### config.mk
export PLATFORM = sky130hd
export DESIGN_NAME = palette_lut_dbuf
export DESIGN_NICKNAME = d
export VERILOG_FILES = /design/src/rtl/palette_lut_dbuf_pkg.sv /design/src/rtl/palette_bank_ram.sv /design/src/rtl/palette_lut_dbuf.sv
export SDC_FILE = /design/constraint.sdc
export NUM_CORES = 1
export LEC_CHECK = 0
export CORE_UTILIZATION = 30
export DETAILED_ROUTE_END_ITERATION = 16
export SYNTH_ARGS = -nofsm -noshare
export SYNTH_HDL_FRONTEND = slang
export SYNTH_SLANG_ARGS = --single-unit
### constraint.sdc
create_clock -name clk -period 4.4 [get_ports clk]
set_input_delay 0.66 -clock clk [delete_from_list [all_inputs] [get_ports clk]]
set_output_delay 0.66 -clock clk [all_outputs]
set_load 0.005 [all_outputs]
### src/rtl/palette_lut_dbuf_pkg.sv
// Shared types and helpers for the double-buffered palette lookup.
package palette_pkg;

   localparam int PAL_INDEX_W = 4;
   localparam int PAL_CH_W    = 4;

   typedef struct packed {
      logic [PAL_CH_W-1:0] red;
      logic [PAL_CH_W-1:0] green;
      logic [PAL_CH_W-1:0] blue;
   } rgb_t;

   typedef enum logic [1:0] {INIT, IDLE, PENDING, COPY} pal_state_e;

   // MSB-align an index into a channel: zero-fill below when the channel is
   // wider, keep only the top bits when it is narrower.
   function automatic logic [31:0] default_chan(input logic [31:0] idx,
                                                input int index_w,
                                                input int ch_w);
      if (ch_w >= index_w) return idx << (ch_w - index_w);
      else                 return idx >> (index_w - ch_w);
   endfunction

   // Default colour for an entry at the package's nominal widths.
   function automatic rgb_t default_rgb(input logic [PAL_INDEX_W-1:0] idx);
      rgb_t c;
      c.red   = PAL_CH_W'(default_chan(32'(idx), PAL_INDEX_W, PAL_CH_W));
      c.green = c.red;
      c.blue  = c.red;
      return c;
   endfunction

endpackage

### src/rtl/palette_bank_ram.sv
// Two palette banks in flops: one write port, pixel and copy-source read ports.
module palette_bank_ram #(
   parameter int INDEX_W = 4,
   parameter int DATA_W  = 12
) (
   input  logic               clk,
   input  logic               wr_en,
   input  logic               wr_both,
   input  logic               wr_bank,
   input  logic [INDEX_W-1:0] wr_addr,
   input  logic [DATA_W-1:0]  wr_data,
   input  logic               px_bank,
   input  logic [INDEX_W-1:0] px_addr,
   output logic [DATA_W-1:0]  px_data,
   input  logic               cp_bank,
   input  logic [INDEX_W-1:0] cp_addr,
   output logic [DATA_W-1:0]  cp_data
);
   localparam int ENTRIES = 1 << INDEX_W;

   logic [DATA_W-1:0] mem_q [2][ENTRIES];

   // wr_both lets the init sweep fill both banks in a single pass
   always_ff @(posedge clk) begin
      if (wr_en) begin
         if (wr_both || !wr_bank) mem_q[1'b0][wr_addr] <= wr_data;
         if (wr_both ||  wr_bank) mem_q[1'b1][wr_addr] <= wr_data;
      end
   end

   assign px_data = mem_q[px_bank][px_addr];
   assign cp_data = mem_q[cp_bank][cp_addr];

endmodule

### src/rtl/palette_lut_dbuf.sv
// Palette lookup with active/shadow banks; commits publish at frame boundaries.
module palette_lut_dbuf
   import palette_pkg::*;
#(
   parameter int INDEX_W    = 4,
   parameter int CH_W       = 4,
   parameter int TRANSP_IDX = 0
) (
   input  logic               clk,
   input  logic               rst_n,
   input  logic               px_valid_in,
   input  logic [INDEX_W-1:0] px_index,
   output logic               px_valid_out,
   output logic [CH_W-1:0]    px_red,
   output logic [CH_W-1:0]    px_green,
   output logic [CH_W-1:0]    px_blue,
   output logic               px_transp,
   input  logic               wr_en,
   input  logic [INDEX_W-1:0] wr_addr,
   input  logic [3*CH_W-1:0]  wr_data,
   output logic               wr_ready,
   input  logic               commit,
   input  logic               frame_start,
   output logic               busy,
   output logic               swap_pulse
);
   localparam int RGB_W = 3 * CH_W;
   localparam logic [INDEX_W-1:0] LAST = INDEX_W'((1 << INDEX_W) - 1);
   localparam logic [INDEX_W-1:0] TIDX = INDEX_W'(TRANSP_IDX);

   pal_state_e         state_q, state_d;
   logic [INDEX_W-1:0] cnt_q, cnt_d;
   logic               active_q, active_d;
   logic               wr_ready_q, wr_ready_d;
   logic               busy_q, busy_d;
   logic               swap_q, swap_d;

   logic               ram_we, ram_both, ram_bank;
   logic [INDEX_W-1:0] ram_addr;
   logic [RGB_W-1:0]   ram_wdata, px_rdata, cp_rdata, init_rgb;
   logic [CH_W-1:0]    init_chan;

   logic               s1_vld_q, s1_vld_d, s1_bank_q, s1_bank_d, s1_zero_q, s1_zero_d;
   logic [INDEX_W-1:0] s1_idx_q, s1_idx_d;
   logic               s2_vld_q, s2_vld_d, s2_transp_q, s2_transp_d;
   logic [RGB_W-1:0]   s2_rgb_q, s2_rgb_d;

   assign init_chan = CH_W'(default_chan(32'(cnt_q), INDEX_W, CH_W));
   assign init_rgb  = {3{init_chan}};

   palette_bank_ram #(.INDEX_W(INDEX_W), .DATA_W(RGB_W)) u_ram (
      .clk     (clk),
      .wr_en   (ram_we),
      .wr_both (ram_both),
      .wr_bank (ram_bank),
      .wr_addr (ram_addr),
      .wr_data (ram_wdata),
      .px_bank (s1_bank_q),
      .px_addr (s1_idx_q),
      .px_data (px_rdata),
      .cp_bank (active_q),
      .cp_addr (cnt_q),
      .cp_data (cp_rdata)
   );

   // Sequencer: init sweep, host writes to shadow, frame-aligned flip, shadow resync
   always_comb begin
      state_d   = state_q;
      cnt_d     = cnt_q;
      active_d  = active_q;
      swap_d    = 1'b0;
      ram_we    = 1'b0;
      ram_both  = 1'b0;
      ram_bank  = ~active_q;
      ram_addr  = wr_addr;
      ram_wdata = wr_data;
      case (state_q)
         INIT: begin
            ram_we    = 1'b1;
            ram_both  = 1'b1;
            ram_addr  = cnt_q;
            ram_wdata = init_rgb;
            cnt_d     = cnt_q + 1'b1;
            if (cnt_q == LAST) state_d = IDLE;
         end
         IDLE: begin
            ram_we = wr_en;
            if (commit) state_d = PENDING;
         end
         PENDING: begin
            if (frame_start) begin
               active_d = ~active_q;
               cnt_d    = '0;
               swap_d   = 1'b1;
               state_d  = COPY;
            end
         end
         COPY: begin
            // active_q is already the new bank; refresh the old one from it
            ram_we    = 1'b1;
            ram_addr  = cnt_q;
            ram_wdata = cp_rdata;
            cnt_d     = cnt_q + 1'b1;
            if (cnt_q == LAST) state_d = IDLE;
         end
         default: state_d = INIT;
      endcase
      wr_ready_d = (state_d == IDLE);
      busy_d     = (state_d == INIT) || (state_d == COPY);
   end

   // Two-stage lookup; the bank is frozen at stage 1 so a flip never splits a pixel
   always_comb begin
      s1_vld_d    = px_valid_in;
      s1_idx_d    = px_index;
      s1_bank_d   = active_q;
      s1_zero_d   = (state_q == INIT);
      s2_vld_d    = s1_vld_q;
      s2_rgb_d    = (s1_vld_q && !s1_zero_q) ? px_rdata : '0;
      s2_transp_d = s1_vld_q && (s1_idx_q == TIDX);
   end

   // State and pipeline registers
   always_ff @(posedge clk or negedge rst_n) begin
      if (!rst_n) begin
         state_q     <= INIT;
         cnt_q       <= '0;
         active_q    <= 1'b0;
         wr_ready_q  <= 1'b0;
         busy_q      <= 1'b1;
         swap_q      <= 1'b0;
         s1_vld_q    <= 1'b0;
         s1_idx_q    <= '0;
         s1_bank_q   <= 1'b0;
         s1_zero_q   <= 1'b0;
         s2_vld_q    <= 1'b0;
         s2_rgb_q    <= '0;
         s2_transp_q <= 1'b0;
      end else begin
         state_q     <= state_d;
         cnt_q       <= cnt_d;
         active_q    <= active_d;
         wr_ready_q  <= wr_ready_d;
         busy_q      <= busy_d;
         swap_q      <= swap_d;
         s1_vld_q    <= s1_vld_d;
         s1_idx_q    <= s1_idx_d;
         s1_bank_q   <= s1_bank_d;
         s1_zero_q   <= s1_zero_d;
         s2_vld_q    <= s2_vld_d;
         s2_rgb_q    <= s2_rgb_d;
         s2_transp_q <= s2_transp_d;
      end
   end

   assign px_valid_out = s2_vld_q;
   assign px_red       = s2_rgb_q[RGB_W-1 -: CH_W];
   assign px_green     = s2_rgb_q[2*CH_W-1 -: CH_W];
   assign px_blue      = s2_rgb_q[CH_W-1:0];
   assign px_transp    = s2_transp_q;
   assign wr_ready     = wr_ready_q;
   assign busy         = busy_q;
   assign swap_pulse   = swap_q;

endmodule

Yosys cells after proc, flatten, opt, wreduce, memory -nomap -nowiden --
Memory sizes are Yosys's and may differ from the RTL's. Index checks and enable logic that the tools add are counted.
Operators by class: shift operators 0, reduce and logical (&&, ||, !) cells 14, equality and inequality tests 7, $lt $le $gt $ge 4, multiply operators 0, add/sub/neg operators 1, bitwise gates (word level) 4, muxes and demuxes 27, divide/modulo/power cells 0
Operators by type and width (count):
- $mux W192 | 2
- $bmux W12 S4 | 2
- $mux W12 | 6
- $demux W12 S4 | 1
- $pmux W12 S2 | 1
- $ge A5 B5 Y1 const B | 3
- $not A4 Y5 | 3
- $mux W4 | 2
- $pmux W4 S2 | 1
- $mux W1 | 7
- $eq A2 B2 Y1 const B | 3
- $mux W2 | 3
- $pmux W2 S3 | 1
- $lt A5 B1 Y1 const B | 1
- $add A4 B1 Y4 const B | 1
- $eq A2 B1 Y1 const B | 2
- $eq A4 B4 Y1 const B | 1
- $logic_not A2 Y1 | 2
- $logic_not A4 Y1 | 1
- $reduce_and A2 Y1 | 2
- $logic_and A1 B1 Y1 | 3
- $logic_or A1 B1 Y1 | 3
- $ne A2 B2 Y1 const B | 1
- $pmux W1 S2 | 1
- 4 further kinds | 4
Word-level totals: ROM bits 0, bits in latches 0, memories kept 1, logic and storage cells 71, bits in registers 31, memory bits (writable) 384, output and inout bits 17
Memories:
- u_ram.mem_q | words 2, bits a word 192, rd ports 2, clocked after memory_dff 0, wr ports 2, RTL line palette_bank_ram.sv:21 | logic [DATA_W-1:0] mem_q [2][ENTRIES];

Logic depth before layout (Yosys ltp) --
Gate-level depths: netlist of the first run.
word-level depth 9, depth in mapped cells 9, depth with buffers taken out 7

Cells and area by module --
A second synthesis of the first run with hierarchy kept.
Second synthesis, totals: cells, all modules 1426, area total of the unflattened synthesis 20173.1 µm²
By module, submodules not included:
- palette_bank_ram | cells each 1291, instances 1, sequential area each 11531.1 µm², area each 18751.7 µm²
- palette_lut_dbuf | cells each 135, instances 1, sequential area each 777.0 µm², area each 1421.4 µm²

Least setup slack after synthesis of the first run --
Ideal clock, no wire load.
kind register to register, start point register state_q[0], end point memory u_ram.mem_q[0][101] in the netlist's numbering (data pin), setup slack 369 ps, required time 3836 ps, clock period less this slack 4031 ps, arrival time 3467 ps, cell stages (with the launch flop) 7, path through dfrtp_1 -> inv_1 -> ha_1 -> clkbuf_1 -> buf_1 -> a21oi_1 -> o41ai_1
RTL lines:
- from (decl) | RTL line palette_lut_dbuf.sv:31 | pal_state_e state_q, state_d;
- from (signal assigned) | RTL line palette_lut_dbuf.sv:140 | state_q <= state_d;
- to (decl) | RTL line palette_bank_ram.sv:21

==> flow_summary.toml, run 1 <==
[clock_tree]
clk_latency_ps = 590
clock_sinks = 415
cts_root_buf = "clkbuf_16"
postCtsResizedCells = 0
numCtsBuffers = 45
hold_buffers = 0
clk_path_buf_depth = 3
path_clk_slew_ps = 60
cts_tree = "built"
post_cts_buffers = 0
htree_levels = 2

[sta]
period_minus_slack_ps = 3730
max_slew_margin = 0.243
holdWs_ps = 262
finalClockSkew_ps = 25.5
fmax_mhz = 268
period_share = 0.848
tns_ps = 0
final-hold-violation-count = 0
worst_pin_slew_ps = 1140
final-setup-viol-count = 0
rsz0062_at_grt = "false"
drv_slew = 0

[pwr]
ir_drop_v = 0.000405
power.density_nw_per_um2 = 746
p_total_w = 0.0168
p_leak_nw = 7.20

[global_route]
grt.overflow.total = 0
grt_max_degree = 61
grt_pass1_vias = 10900
antenna_found_initial = 0
groute.usage.overall = 0.178
grt_pass1_wl_mm = 81.1

[place]
dp_hpwl_mm = 37.3
routabilityCongestion = 0.923
place.port_buffers = 42
dpl_cell_area_um2 = 21100

[setup_path]
cp_cell_sequence = "buf_12 > mux4_2 > mux2i_1 > a221o_1 > a311oi_2 > buf_4"
cpLargestDelayFamily = "compound AO/OA/AOI/OAI gates"
slowest_stage = "dfrtp_4"
endpoint_kind = "register"
cp.required_ps = 4810
startpoint_type = "register"
arrival_ps = 4140
crit_buf_inv = 2
worstSetupPathType = "reg2reg"
crit_fanout = 52
crit_path_max_incr_delay_ps = 1040

[logic_synthesis]
yosys_register_bits = 415
synth_area_leader_cell = "edfxtp_1"
synth_area_um2 = 19200
syn_area_per_cell_um2 = 19.9
seq_area_frac_synth = 0.641
synthCells = 967
netlist.area_leader.share = 0.600
synthFlopType = "edfxtp_1"
synth_edf_count = 384
synth_warnings = 0
synthTopCellsByArea = "edfxtp_1 (60%), mux4_2 (25%), dfrtp_1 (3.9%), mux2i_1 (2.4%), nor2_1 (1.2%)"
synth_cell_types = 47
syn_nets = 1000
synthArstFlopShare = 0.0747

[floorplanning]
die_y_um = 255
dieArea_um2 = 65000
coreArea_um2 = 63200
die_w_um = 255
io_pins = 43
initial_core_util = 0.304
fp-row-count = 92

[route]
drtPass1Iterations = 6
first_iter_violations = 1411
via_count = 10900
vias_per_cell = 5.59
drt-total-wl_mm = 57.1
drc = 0
wl_per_cell_um = 29.3
drtAntennaViolNets = 0

[finish]
layout_common_cells = "edfxtp_1 (384), mux4_2 (214), buf_4 (68)"
diodes = 0
drive_gt1_frac = 0.344
utilization = 0.356
final_area_um2 = 22500
final_common_cell = "edfxtp_1"
nNetsFinal = 1100
fill_cells = 5796
area_growth_pct = 17.0

[run_status]
status = "finished clean"

[flow_run]
maxCapViolations = 0

[worst_hold_path]
min_path_type = "in2async"
## stage by stage
step | worst slack [ps] | std cells
after floorplan | 369 | 967
after global placement | 676 | 1866
after detailed placement | 696 | 1866
after CTS | 710 | 1948
after global routing | 500 | 1948
final | 670 | 1948
## worst paths after layout
kind	start	endpoint	slack [ps]	cells after the start
setup / recovery	cnt_q[0]$_DFFE_PN0P_	u_ram.mem_q[1][6]$_DFFE_PP_	670	6
hold / removal	rst_n	s1_bank_q$_DFF_PN0_	260	1
setup reg to reg	cnt_q[0]$_DFFE_PN0P_	u_ram.mem_q[1][6]$_DFFE_PP_	670	6
hold reg to reg	s1_vld_q$_DFF_PN0_	px_valid_out$_DFF_PN0_	550	0
max in group asynchronous	rst_n	s1_idx_q[0]$_DFF_PN0_	3350	1
min in group clk	px_index[0]	s1_idx_q[0]$_DFF_PN0_	510	1
## worst reg2reg max path, cell delays in order, from the launching register on
cell and delay (ps):
dfrtp_4 1040, buf_12 360, mux4_2 230, mux2i_1 130
a221o_1 490, a311oi_2 950, buf_4 360
## cell families after synthesis
kind of cell | Yosys count | share of synthesized area
AND/OR/NAND/NOR | 124 | 0.0276
AO/OA/AOI/OAI | 78 | 0.0299
XOR/XNOR | 1 | 0.000456
multiplexers | 262 | 0.276
flip-flops | 415 | 0.641
buffers and inverters | 80 | 0.0207
adder cells (fa/ha/maj) | 7 | 0.00456
## where the power goes
part,switching [W],leakage [nW],internal [W],total [W]
clock,0.00156,0.678,0.00204,0.00360
sequential,0.000615,3.86,0.00627,0.00688
combinational,0.00371,2.66,0.00257,0.00628
## layout make-up
cell class,count,area [um^2],area share
Inverter,16,60.1,0.00267
Clock inverter,26,198,0.00880
Timing Repair Buffer,117,1070,0.0474
Tap cell,846,1060,0.0471
Multi-Input combinational cell,472,6570,0.292
Clock buffer,56,1190,0.0529
Sequential cell,415,12300,0.549
## sequential cells by signal (all words and copies together) (netlist names)
signal / flops
swap_pulse: 1
px_valid_out: 1
s1_bank_q: 1
px_transp: 1
busy: 1
s1_idx_q: 4
s2_rgb_q: 12
u_ram.mem_q: 384
wr_ready: 1
s1_vld_q: 1
state_q: 2
cnt_q: 4
active_q: 1
s1_zero_q: 1
## routing by layer
| layer | share of wire | track usage | routed length, um | vias to the layer above |
|---|---|---|---|---|
| met4 | 0.031 | 0.0597 | 1750 | 0 |
| met5 | 0 | 0 | 0 | - |
| met3 | 0.089 | 0.0375 | 5080 | 88 |
| li1 | - | - | - | 4340 |
| met2 | 0.48 | 0.287 | 27200 | 594 |
| met1 | 0.40 | 0.240 | 23000 | 5863 |
## cells in the mapped netlist, drive strengths merged (2+ instances only)
| cell type | instances |
|---|---|
| clkbuf | 21 |
| nand2b | 2 |
| a221oi | 4 |
| inv | 14 |
| a21oi | 16 |
| nor2 | 59 |
| mux4 | 214 |
| a31oi | 3 |
| a221o | 5 |
| and2 | 4 |
| a22oi | 9 |
| or3 | 2 |
| o31ai | 2 |
| edfxtp | 384 |
| o21ai | 8 |
| dfrtp | 30 |
| and3 | 3 |
| mux2i | 46 |
| buf | 43 |
| mux2 | 2 |
| clkinv | 2 |
| ha | 7 |
| a311oi | 2 |
| nor3 | 9 |
| o311a | 3 |
| a211oi | 6 |
| nor2b | 5 |
| nor4 | 2 |
| nand3 | 5 |
| a22o | 11 |
| nand2 | 32 |
(Power assumes the default switching activity.)
==> run 2, diff against run 1 <==
==> constraint.sdc (replaced) <==
create_clock -name clk -period 3.7 [get_ports clk]
set_input_delay 0.555 -clock clk [delete_from_list [all_inputs] [get_ports clk]]
set_output_delay 0.555 -clock clk [all_outputs]
set_load 0.005 [all_outputs]
==> flow_summary.toml, run 2 (synthesis gave the netlist of run 1 again) <==
[run_status]
status = "finished clean"

[finish]
layout_common_cells = "edfxtp_1 (384), mux4_2 (214), buf_4 (98)"
seqCellArea_um2 = 12300
max_flop_register = "u_ram.mem_q"
final_common_cell = "edfxtp_1"
fill_cells = 5766
largestRegisters = "u_ram.mem_q: 384 flops, s2_rgb_q: 12 flops"
multiInputGateArea_um2 = 6580
largest_reg_flops = 384
drive_gt1_frac = 0.361
area_growth_pct = 18.8
nNetsFinal = 1132

[global_route]
grt_max_degree = 47
grt_pass1_wl_mm = 80.8
grt_pass1_vias = 11000
grt.overflow.total = 0
groute.usage.overall = 0.178
antenna_found_initial = 0

[floorplanning]
fp-row-count = 92
die_y_um = 255
die_w_um = 255
io_pins = 43
initial_core_util = 0.304
coreArea_um2 = 63200
dieArea_um2 = 65000

[setup_path]
worstRegToRegCells = 8
crit_fanout = 7
worstSetupPathType = "reg2reg"
path_depth = 8
startpoint_type = "register"
crit_buf_inv = 3
path_common_cell = "buf_4"
slowest_stage = "a21boi_0"
endpoint_kind = "register"
crit_path_max_incr_delay_ps = 510
cpLargestDelayFamily = "compound AO/OA/AOI/OAI gates"
cp_cell_sequence = "inv_1 > ha_1 > buf_4 > a21oi_1 > a21boi_0 > nand2_1 > nor2_1 > buf_4"
cp.required_ps = 3940
arrival_ps = 3430

[sta]
fmax_mhz = 314
tns_ps = 0
finalClockSkew_ps = 16.9
holdWs_ps = 164
worst_slack_ps = 514
period_share = 0.861
final-setup-viol-count = 0
drv_slew = 0
final-hold-violation-count = 0
worst_pin_slew_ps = 1070
rsz0062_at_grt = "false"
period_minus_slack_ps = 3190
max_slew_margin = 0.283

[clock_tree]
clock_sinks = 415
path_clk_slew_ps = 60
htree_levels = 2
clk_path_buf_depth = 3
postCtsResizedCells = 0
cts_tree = "built"
post_cts_buffers = 0
numCtsBuffers = 44
cts_root_buf = "clkbuf_16"
hold_buffers = 0
clk_latency_ps = 550

[place]
dp_hpwl_mm = 37.6
dp_slack_ps = 520
routabilityCongestion = 0.866
place.port_buffers = 42

[route]
wl_per_cell_um = 28.8
drtAntennaViolNets = 0
vias_per_cell = 5.51
first_iter_violations = 1380
via_count = 10900
drtPass1Iterations = 5
drc = 0
drt-total-wl_mm = 57.0

[pwr]
power.density_nw_per_um2 = 888
ir_drop_v = 0.000449
power.share.clock = 0.218
power_frac_seq = 0.392
pwr-share-comb = 0.390
power.internal_w = 0.0135
switching_power_w = 0.00679
p_leak_nw = 7.42
swShare = 0.335

[worst_hold_path]
min_path_type = "in2async"

[flow_run]
maxCapViolations = 0
run 2: path summary, 6_finish.rpt:
kind / slack (ps) / from / end
worst max-delay path: 510 / state_q[0]$_DFF_PN0_ / u_ram.mem_q[1][156]$_DFFE_PP_
worst min register to register: 480 / s1_vld_q$_DFF_PN0_ / px_valid_out$_DFF_PN0_
max in group asynchronous: 2760 / rst_n / s1_idx_q[0]$_DFF_PN0_
min in group clk: 450 / px_valid_in / s1_vld_q$_DFF_PN0_
worst min-delay path: 160 / rst_n / px_valid_out$_DFF_PN0_
worst max register to register: 510 / state_q[0]$_DFF_PN0_ / u_ram.mem_q[1][156]$_DFFE_PP_
run 2: power by group through the flow:
stage,logic [W],registers [W],clock network [W]
floorplan,0.00516,0.00770,0
global placement,0.00772,0.00801,0
detailed placement,0.00787,0.00803,0
CTS,0.00788,0.00794,0.00450
global route,0.00840,0.00800,0.00468
finish,0.00790,0.00794,0.00442
run 2: per-layer routing:
layer	track usage	part of all wire
met1	0.235	0.39
met2	0.293	0.49
met3	0.0344	0.085
met4	0.0587	0.031
met5	0	0
run 2: final cells by class:
type,instances,share of cell area
diodes,1,0.000110
flip-flops and latches,415,0.540
repair buffers,150,0.0592
clock buffers,62,0.0543
multi-input cells,472,0.288
well taps,846,0.0464
inverters,16,0.00263
clock inverters,16,0.00899
run 2: worst reg2reg max path: stages (launching register included):
cell and delay (ps):
dfrtp_1 450, inv_1 100, ha_1 400, buf_4 210, a21oi_1 330, a21boi_0 510
nand2_1 220, nor2_1 390, buf_4 270
run 2: through the flow:
stage | instances | utilization | total power [W] | area (um^2)
after global placement | 1899 | 0.338 | 0.0157 | 21400
after floorplan | 967 | - | 0.0129 | 19200
final | 1978 | 0.361 | 0.0203 | 22800
after CTS | 1977 | 0.361 | 0.0203 | 22800
after detailed placement | 1899 | 0.338 | 0.0159 | 21400
after global routing | 1977 | 0.361 | 0.0211 | 22800
